--- src/rtl/spi_slave_ctrl.sv ---
// ADI-style 4-wire SPI responder: oversamples CSB/SCLK/SDI on I_clk, decodes the
// 16-bit instruction and drives the register file memory bus for read/write bursts.
module spi_slave_ctrl #(
  parameter int ADDR_SIZE   = 8,
  parameter int DATA_SIZE   = 8,
  parameter int SYNC_STAGES = 2
) (
  input  logic                 I_clk,
  input  logic                 I_reset,
  input  logic                 I_csb,
  input  logic                 I_sclk,
  input  logic                 I_sdi,
  output logic                 O_sdo,
  output logic                 O_sdo_oe,
  output logic                 O_enable,
  output logic                 O_wen,
  output logic [ADDR_SIZE-1:0] O_addr,
  output logic [DATA_SIZE-1:0] O_din,
  input  logic [DATA_SIZE-1:0] I_dout
);

  typedef enum logic [1:0] {IDLE, INSTR, DATA, DONE} state_t;

  localparam logic [3:0] LAST_BIT = 4'(DATA_SIZE - 1);

  state_t state_q, state_d;

  logic [SYNC_STAGES-1:0] csb_sync, sclk_sync, sdi_sync;
  logic                   csb_d, sclk_d;
  logic                   csb_s, sclk_s, sdi_s;
  logic                   csb_rise, csb_fall, sclk_rise, sclk_fall;

  logic [14:0]            sh;
  logic [DATA_SIZE-1:0]   tx_sh;
  logic [3:0]             bit_cnt;
  logic [1:0]             byte_cnt;
  logic                   rw, stream, load_pend;
  logic                   instr_done, byte_done, last_byte;
  logic [DATA_SIZE-1:0]   data_word;

  // Synchronizers clear to 0 so a reset taken mid-frame never sees a CSB fall
  // until CSB has first gone high again.
  always_ff @(posedge I_clk) begin
    if (I_reset) begin
      csb_sync  <= '0;
      sclk_sync <= '0;
      sdi_sync  <= '0;
      csb_d     <= 1'b0;
      sclk_d    <= 1'b0;
    end else begin
      csb_sync  <= (csb_sync << 1)  | SYNC_STAGES'(I_csb);
      sclk_sync <= (sclk_sync << 1) | SYNC_STAGES'(I_sclk);
      sdi_sync  <= (sdi_sync << 1)  | SYNC_STAGES'(I_sdi);
      csb_d     <= csb_s;
      sclk_d    <= sclk_s;
    end
  end

  assign csb_s     = csb_sync[SYNC_STAGES-1];
  assign sclk_s    = sclk_sync[SYNC_STAGES-1];
  assign sdi_s     = sdi_sync[SYNC_STAGES-1];
  assign csb_rise  = csb_s & ~csb_d;
  assign csb_fall  = ~csb_s & csb_d;
  assign sclk_rise = sclk_s & ~sclk_d;
  assign sclk_fall = ~sclk_s & sclk_d;

  assign instr_done = sclk_rise && (bit_cnt == 4'd15);
  assign byte_done  = sclk_rise && (bit_cnt == LAST_BIT);
  assign last_byte  = !stream && (byte_cnt == 2'd0);
  assign data_word  = {sh[DATA_SIZE-2:0], sdi_s};

  always_ff @(posedge I_clk) begin
    if (I_reset) state_q <= IDLE;
    else         state_q <= state_d;
  end

  // Writes leave DATA on the strobe cycle so the final O_wen is still issued.
  always_comb begin
    state_d = state_q;
    if (csb_rise) begin
      state_d = IDLE;
    end else begin
      case (state_q)
        IDLE:    if (csb_fall) state_d = INSTR;
        INSTR:   if (instr_done) state_d = DATA;
        DATA:    if (last_byte && (rw ? byte_done : O_wen)) state_d = DONE;
        default: state_d = state_q;
      endcase
    end
  end

  always_ff @(posedge I_clk) begin
    if (I_reset) begin
      O_sdo     <= 1'b0;
      O_sdo_oe  <= 1'b0;
      O_enable  <= 1'b0;
      O_wen     <= 1'b0;
      O_addr    <= '0;
      O_din     <= '0;
      sh        <= '0;
      tx_sh     <= '0;
      bit_cnt   <= '0;
      byte_cnt  <= '0;
      rw        <= 1'b0;
      stream    <= 1'b0;
      load_pend <= 1'b0;
    end else begin
      O_wen     <= 1'b0;
      load_pend <= 1'b0;
      if (csb_rise) begin
        // CSB rise beats a coincident SCLK edge; a partial byte is dropped.
        O_enable <= 1'b0;
        O_sdo_oe <= 1'b0;
        O_sdo    <= 1'b0;
        bit_cnt  <= '0;
      end else begin
        case (state_q)
          IDLE: begin
            if (csb_fall) begin
              O_enable <= 1'b1;
              bit_cnt  <= '0;
            end
          end
          INSTR: begin
            if (sclk_rise) begin
              sh      <= {sh[13:0], sdi_s};
              bit_cnt <= bit_cnt + 4'd1;
              if (bit_cnt == 4'd15) begin
                rw        <= sh[14];
                byte_cnt  <= sh[13:12];
                stream    <= &sh[13:12];
                O_addr    <= {sh[ADDR_SIZE-2:0], sdi_s};
                load_pend <= sh[14];
                bit_cnt   <= '0;
              end
            end
          end
          DATA: begin
            if (sclk_rise) bit_cnt <= (bit_cnt == LAST_BIT) ? 4'd0 : bit_cnt + 4'd1;
            if (rw) begin
              // I_dout follows O_addr combinationally; sample it one cycle after O_addr moves.
              if (load_pend) begin
                tx_sh <= I_dout;
              end else if (sclk_fall) begin
                O_sdo    <= tx_sh[DATA_SIZE-1];
                O_sdo_oe <= 1'b1;
                tx_sh    <= tx_sh << 1;
              end
              if (byte_done) begin
                O_addr <= O_addr - ADDR_SIZE'(1);
                if (last_byte) begin
                  O_sdo_oe <= 1'b0;
                  O_sdo    <= 1'b0;
                end else begin
                  load_pend <= 1'b1;
                  byte_cnt  <= byte_cnt - 2'd1;
                end
              end
            end else begin
              if (sclk_rise) sh <= {sh[13:0], sdi_s};
              if (byte_done) begin
                O_din <= data_word;
                O_wen <= 1'b1;
              end
              if (O_wen) begin
                O_addr <= O_addr - ADDR_SIZE'(1);
                if (!last_byte) byte_cnt <= byte_cnt - 2'd1;
              end
            end
          end
          default: ;
        endcase
      end
    end
  end

endmodule

--- config.mk ---
export PLATFORM = sky130hd
export DESIGN_NAME = spi_slave_ctrl
export DESIGN_NICKNAME = d
export VERILOG_FILES = /design/src/rtl/spi_slave_ctrl.sv
export SDC_FILE = /design/constraint.sdc
export NUM_CORES = 1
export LEC_CHECK = 0
export CAP_MARGIN = 20
export CORE_AREA = 3 3 118 63
export CTS_BUF_LIST = sky130_fd_sc_hd__clkbuf_8
export DETAILED_ROUTE_END_ITERATION = 10
export DIE_AREA = 0 0 121 66
export GPL_TIMING_DRIVEN = 0
export PLACE_DENSITY = 0.71
export SLEW_MARGIN = 10
export SYNTH_ARGS = -nofsm -noshare
export SYNTH_HDL_FRONTEND = slang
export SYNTH_SLANG_ARGS = --single-unit
--- constraint.sdc ---
create_clock -name I_clk -period 2.4 [get_ports I_clk]
set_input_delay 0.48 -clock I_clk [delete_from_list [all_inputs] [get_ports I_clk]]
set_output_delay 0.48 -clock I_clk [all_outputs]
set_load 0.02 [all_outputs]
==> qor.log, run 1 <==
INFO  sta            rsz0062_at_grt=false
INFO  global_route   wire_length_of_the_first_global_routing_pass=10400um
INFO  route          postRouteAntennaNets=0
INFO  synthesis      synth_compound_area_frac=0.147
INFO  layout         final_layout_size_suffix_gt1_frac=0.144
INFO  synthesis      synth.distinct_cells=58
INFO  route          count_of_unresolved_drc_violations_after_routing=0
INFO  synthesis      yosysSeqAreaShare=0.425
INFO  pwr            p_leak=1.25nW
INFO  clock_tree     clock_insertion_delay_worst_skew=0.34ns
INFO  sta            fmax=0.457GHz
INFO  worst_setup_path startpoint_of_the_worst_slack_reg_to_reg_timing_path=state_q[0]$_SDFFE_PP0P_
INFO  synthesis      ys_async_sr_fraction=0
INFO  synthesis      post_synth.cell_area_avg=9.54squm
INFO  synthesis      post_synthesis_net_count=327
INFO  worst_setup_path timing.setup.critical_path_class=flop to flop
INFO  clock_tree     clock_tree_from_tritoncts=built
INFO  worst_setup_path timing.critical_path.from_type=flop
INFO  sta            finalCritPeriodShare=0.913
INFO  floorplan      fp.dieH=66um
INFO  synthesis      synth.cell_area=0.00292sqmm
INFO  layout         net_count_reported_at_finish=370
INFO  synthesis      synth_simple_gate_area_share=0.225
INFO  placed_design  numPlacedInstances=430
INFO  pwr            net-switching-power=0.000530W
INFO  sta            drv_slew=0
INFO  route          route.vias.total=2297
INFO  synthesis      most_repeated_cell_in_the_gate_level_netlist_after_synthesis=dfxtp_1
INFO  synthesis      ys_seq_elements=62
INFO  sta            period_minus_slack=2.19ns
INFO  route          wl_per_cell=13.8um
INFO  pwr            power_density=592mW/mm^2
INFO  floorplan      io_pins=33
INFO  route          postRouteWirelength=6160um
INFO  layout         area_delta_synth_final=20.9%
INFO  synthesis      largest_family_of_logic_cells_by_synthesized_area=simple AND/OR/NAND/NOR gates
INFO  synthesis      post_synth_fa_ha_maj_area_fraction=0.0343
INFO  floorplan      core.rowCount=21
INFO  pwr            seq_power_share=0.502
INFO  pwr            power.ir.vdd_worst=395uV
INFO  synthesis      proportion_of_netlist_area_held_by_the_largest_area_contributor=0.425
INFO  placed_design  post_dp_cell_area=0.00336sqmm
INFO  synthesis      count_of_flip_flops_with_a_built_in_enable_after_synthesis=0
INFO  sta            timing.setup.tns=0ns
INFO  pwr            switching_share=0.254
INFO  clock_tree     cts.repair.resized=0
INFO  layout         layoutNonFillerInstCount=445
INFO  layout         layout.cell_area.non_filler=0.00353sqmm
INFO  clock_tree     clkSlewWorstSetupHoldPaths=0.07ns
INFO  sta            report.final.setup_viol=0
INFO  placed_design  detailedPlacementHpwl=4470um
INFO  synthesis      post_synth_xor_area_fraction=0.00300
INFO  route          vias_per_cell=5.16
INFO  synthesis      synth.top_cells.by_count=62 x dfxtp_1, 44 x nor2_1, 32 x mux2i_1, 20 x a21oi_1, 13 x nand2_1
INFO  layout         antenna-diode-count=0
INFO  layout         post-route-util=0.539
INFO  floorplan      initial_utilization=0.446
INFO  sta            clock_skew=0.00850ns
INFO  clock_tree     cts_setup_buffers=0
INFO  placed_design  place_congestion=0.867
INFO  route          first_iter_violations=166
INFO  worst_setup_path timing.critical_path.arrival=2.39ns
INFO  clock_tree     clock_path_buffers=2
INFO  synthesis      postSynthCellCount=306
INFO  global_route   gr-total-overflow=0
INFO  min_path       hold_path.class=flop to flop
INFO  global_route   antenna_found_initial=0
INFO  pwr            cell_internal_pwr=0.00156W
INFO  synthesis      synth.largest_area_cell=dfxtp_1
INFO  floorplan      dieArea=0.00799sqmm
INFO  global_route   grt_use_total=0.167
INFO  floorplan      core_region_area=0.00654sqmm
INFO  synthesis      ys.flop_type=dfxtp_1
INFO  synthesis      synth_warnings=0
INFO  clock_tree     cts-hold-fix-buffers=0
INFO  layout         multi_input_comb_area=0.00151sqmm
INFO  synthesis      yosys-mux-area-fraction=0.110
INFO  run            maxCapViolCount=0
INFO  floorplan      die_x=121um
INFO  pwr            power.share.combinational=0.112
INFO  global_route   grt_pass1_vias=2215
INFO  min_path       worstHoldStart=sdi_sync[0]$_SDFF_PP0_
INFO  sta            timing_hold_violations_final=0
INFO  worst_setup_path worstSetupEndpointType=flop
INFO  clock_tree     cts-buffers-inserted=9
INFO  placed_design  number_of_port_buffers=32
INFO  synthesis      post_synth_main_area_contributors=dfxtp_1 43%, mux2i_1 11%, nor2_1 5.7%
INFO  layout         layout.area.seq=0.00124sqmm
INFO  sta            max_slew.worst_pin.slew=0.656ns
INFO  sta            max-slew-margin-rel=0.563
INFO  clock_tree     clock_tree.root_cell=clkbuf_8
INFO  pwr            fin_total_pwr=0.00209W
INFO  clock_tree     cts-htree-levels=3
INFO  worst_setup_path crit_path_max_fanout=10
INFO  clock_tree     clock-sinks=62
INFO  route          drt_first_pass_iters=4
INFO  global_route   pin_count_of_the_biggest_net_entering_global_routing=11
INFO  worst_setup_path cp_data_required_time=2.60ns
INFO  pwr            power.share.clock=0.386
INFO  layout         filler_cell_count=599
INFO  status         result_of_the_run=complete, no violations
INFO  worst_setup_path worst_setup_path_startpoint=state_q[0]$_SDFFE_PP0P_
==> area by class of cell <==
| cell class | instances | area share |
|---|---|---|
| clock inverter | 4 | 0.00638 |
| inverter | 11 | 0.0117 |
| sequential | 62 | 0.352 |
| multi-input combinational | 217 | 0.429 |
| timing repair buffer | 32 | 0.0907 |
| tap | 92 | 0.0326 |
| clock buffer | 11 | 0.0429 |
| buffer | 16 | 0.0351 |
==> worst paths after layout <==
check / end / slack (ns) / cells past startpoint
min reg2reg: sdi_sync[1]$_SDFF_PP0_ / 0.43 / 1
max: O_addr[4]$_SDFFE_PP0P_ / 0.21 / 8
max reg2reg: O_addr[4]$_SDFFE_PP0P_ / 0.21 / 8
min: sdi_sync[1]$_SDFF_PP0_ / 0.43 / 1
==> critical path: stages (launching register included) <==
cell	delay, ns
dfxtp_1	0.41
inv_1	0.08
ha_1	0.27
nor3b_1	0.17
a21oi_1	0.24
nand4_1	0.27
buf_4	0.26
o21ai_0	0.22
a21oi_1	0.12
==> cells by family (layout without fill, tap and decap cells) <==
group                    Yosys count  in the layout
adder cells (fa/ha/maj)            8              8
XOR/XNOR                           1              1
flip-flops                        62             62
multiplexers                      32             32
AND/OR/NAND/NOR                  118            118
buffers and inverters             27             74
AO/OA/AOI/OAI                     58             58
==> power groups by stage <==
stage	logic [W]	registers (W)	clock network (W)
final	0.000234	0.00105	0.000807
after global placement	0.000230	0.00107	0
after CTS	0.000232	0.00105	0.000831
after floorplan	0.000167	0.00107	0
after global routing	0.000256	0.00105	0.000874
after detailed placement	0.000231	0.00107	0
==> flip-flops by register name, indices dropped and copies added (netlist names), 2 cells and up <==
signal     flops
sh            15
O_addr         8
O_din          8
tx_sh          8
bit_cnt        4
byte_cnt       2
csb_sync       2
sclk_sync      2
sdi_sync       2
state_q        2
==> cells in the final DEF (no fill, tap or decap), types with 2 or more instances in the layout <==
master / Yosys / routed
nor3_1: 5 / 5
o21ai_1: 6 / 6
ha_1: 8 / 8
a311oi_1: 2 / 2
clkbuf_8: 1 / 12
nor2b_2: 2 / 2
nand3_1: 9 / 9
a211oi_1: 4 / 4
a31oi_1: 3 / 3
clkbuf_1: 5 / 5
nor2_1: 44 / 44
clkdlybuf4s50_1: 0 / 32
inv_1: 10 / 10
a211o_1: 2 / 2
nand4_1: 2 / 2
a21oi_1: 20 / 20
clkinv_2: 0 / 3
nand3b_1: 2 / 2
buf_4: 3 / 3
and2_4: 2 / 2
nor2b_1: 12 / 12
nand2_1: 13 / 13
o2bb2ai_1: 2 / 2
buf_6: 5 / 5
nand2b_1: 7 / 7
dfxtp_1: 62 / 62
a211oi_2: 5 / 5
o32ai_2: 2 / 2
nor2_2: 2 / 2
o21ai_0: 5 / 5
mux2i_1: 32 / 32
==> stage by stage <==
step	hold slack, ns	setup slack [ns]
2_1_floorplan	0.414	0.636
3_3_place_gp	0.419	0.379
3_5_place_dp	0.420	0.361
4_1_cts	0.432	0.271
5_1_grt	0.462	0.0446
6_report	0.432	0.210
==> metal layers <==
metal / part of all wire / global-route usage
met2: 0.46 / 0.272
met5: 0 / 0
met4: 0.016 / 0.0692
met3: 0.039 / 0.0521
met1: 0.48 / 0.207
(Power assumes the default switching activity.)
==> run 2, diff against run 1 <==
- CAP_MARGIN: 20 -> 25
- CTS_CLUSTER_SIZE: unset -> 40
==> results of run 2 <==
No change in the layout: final DEF, timing and power equal those of run 1.
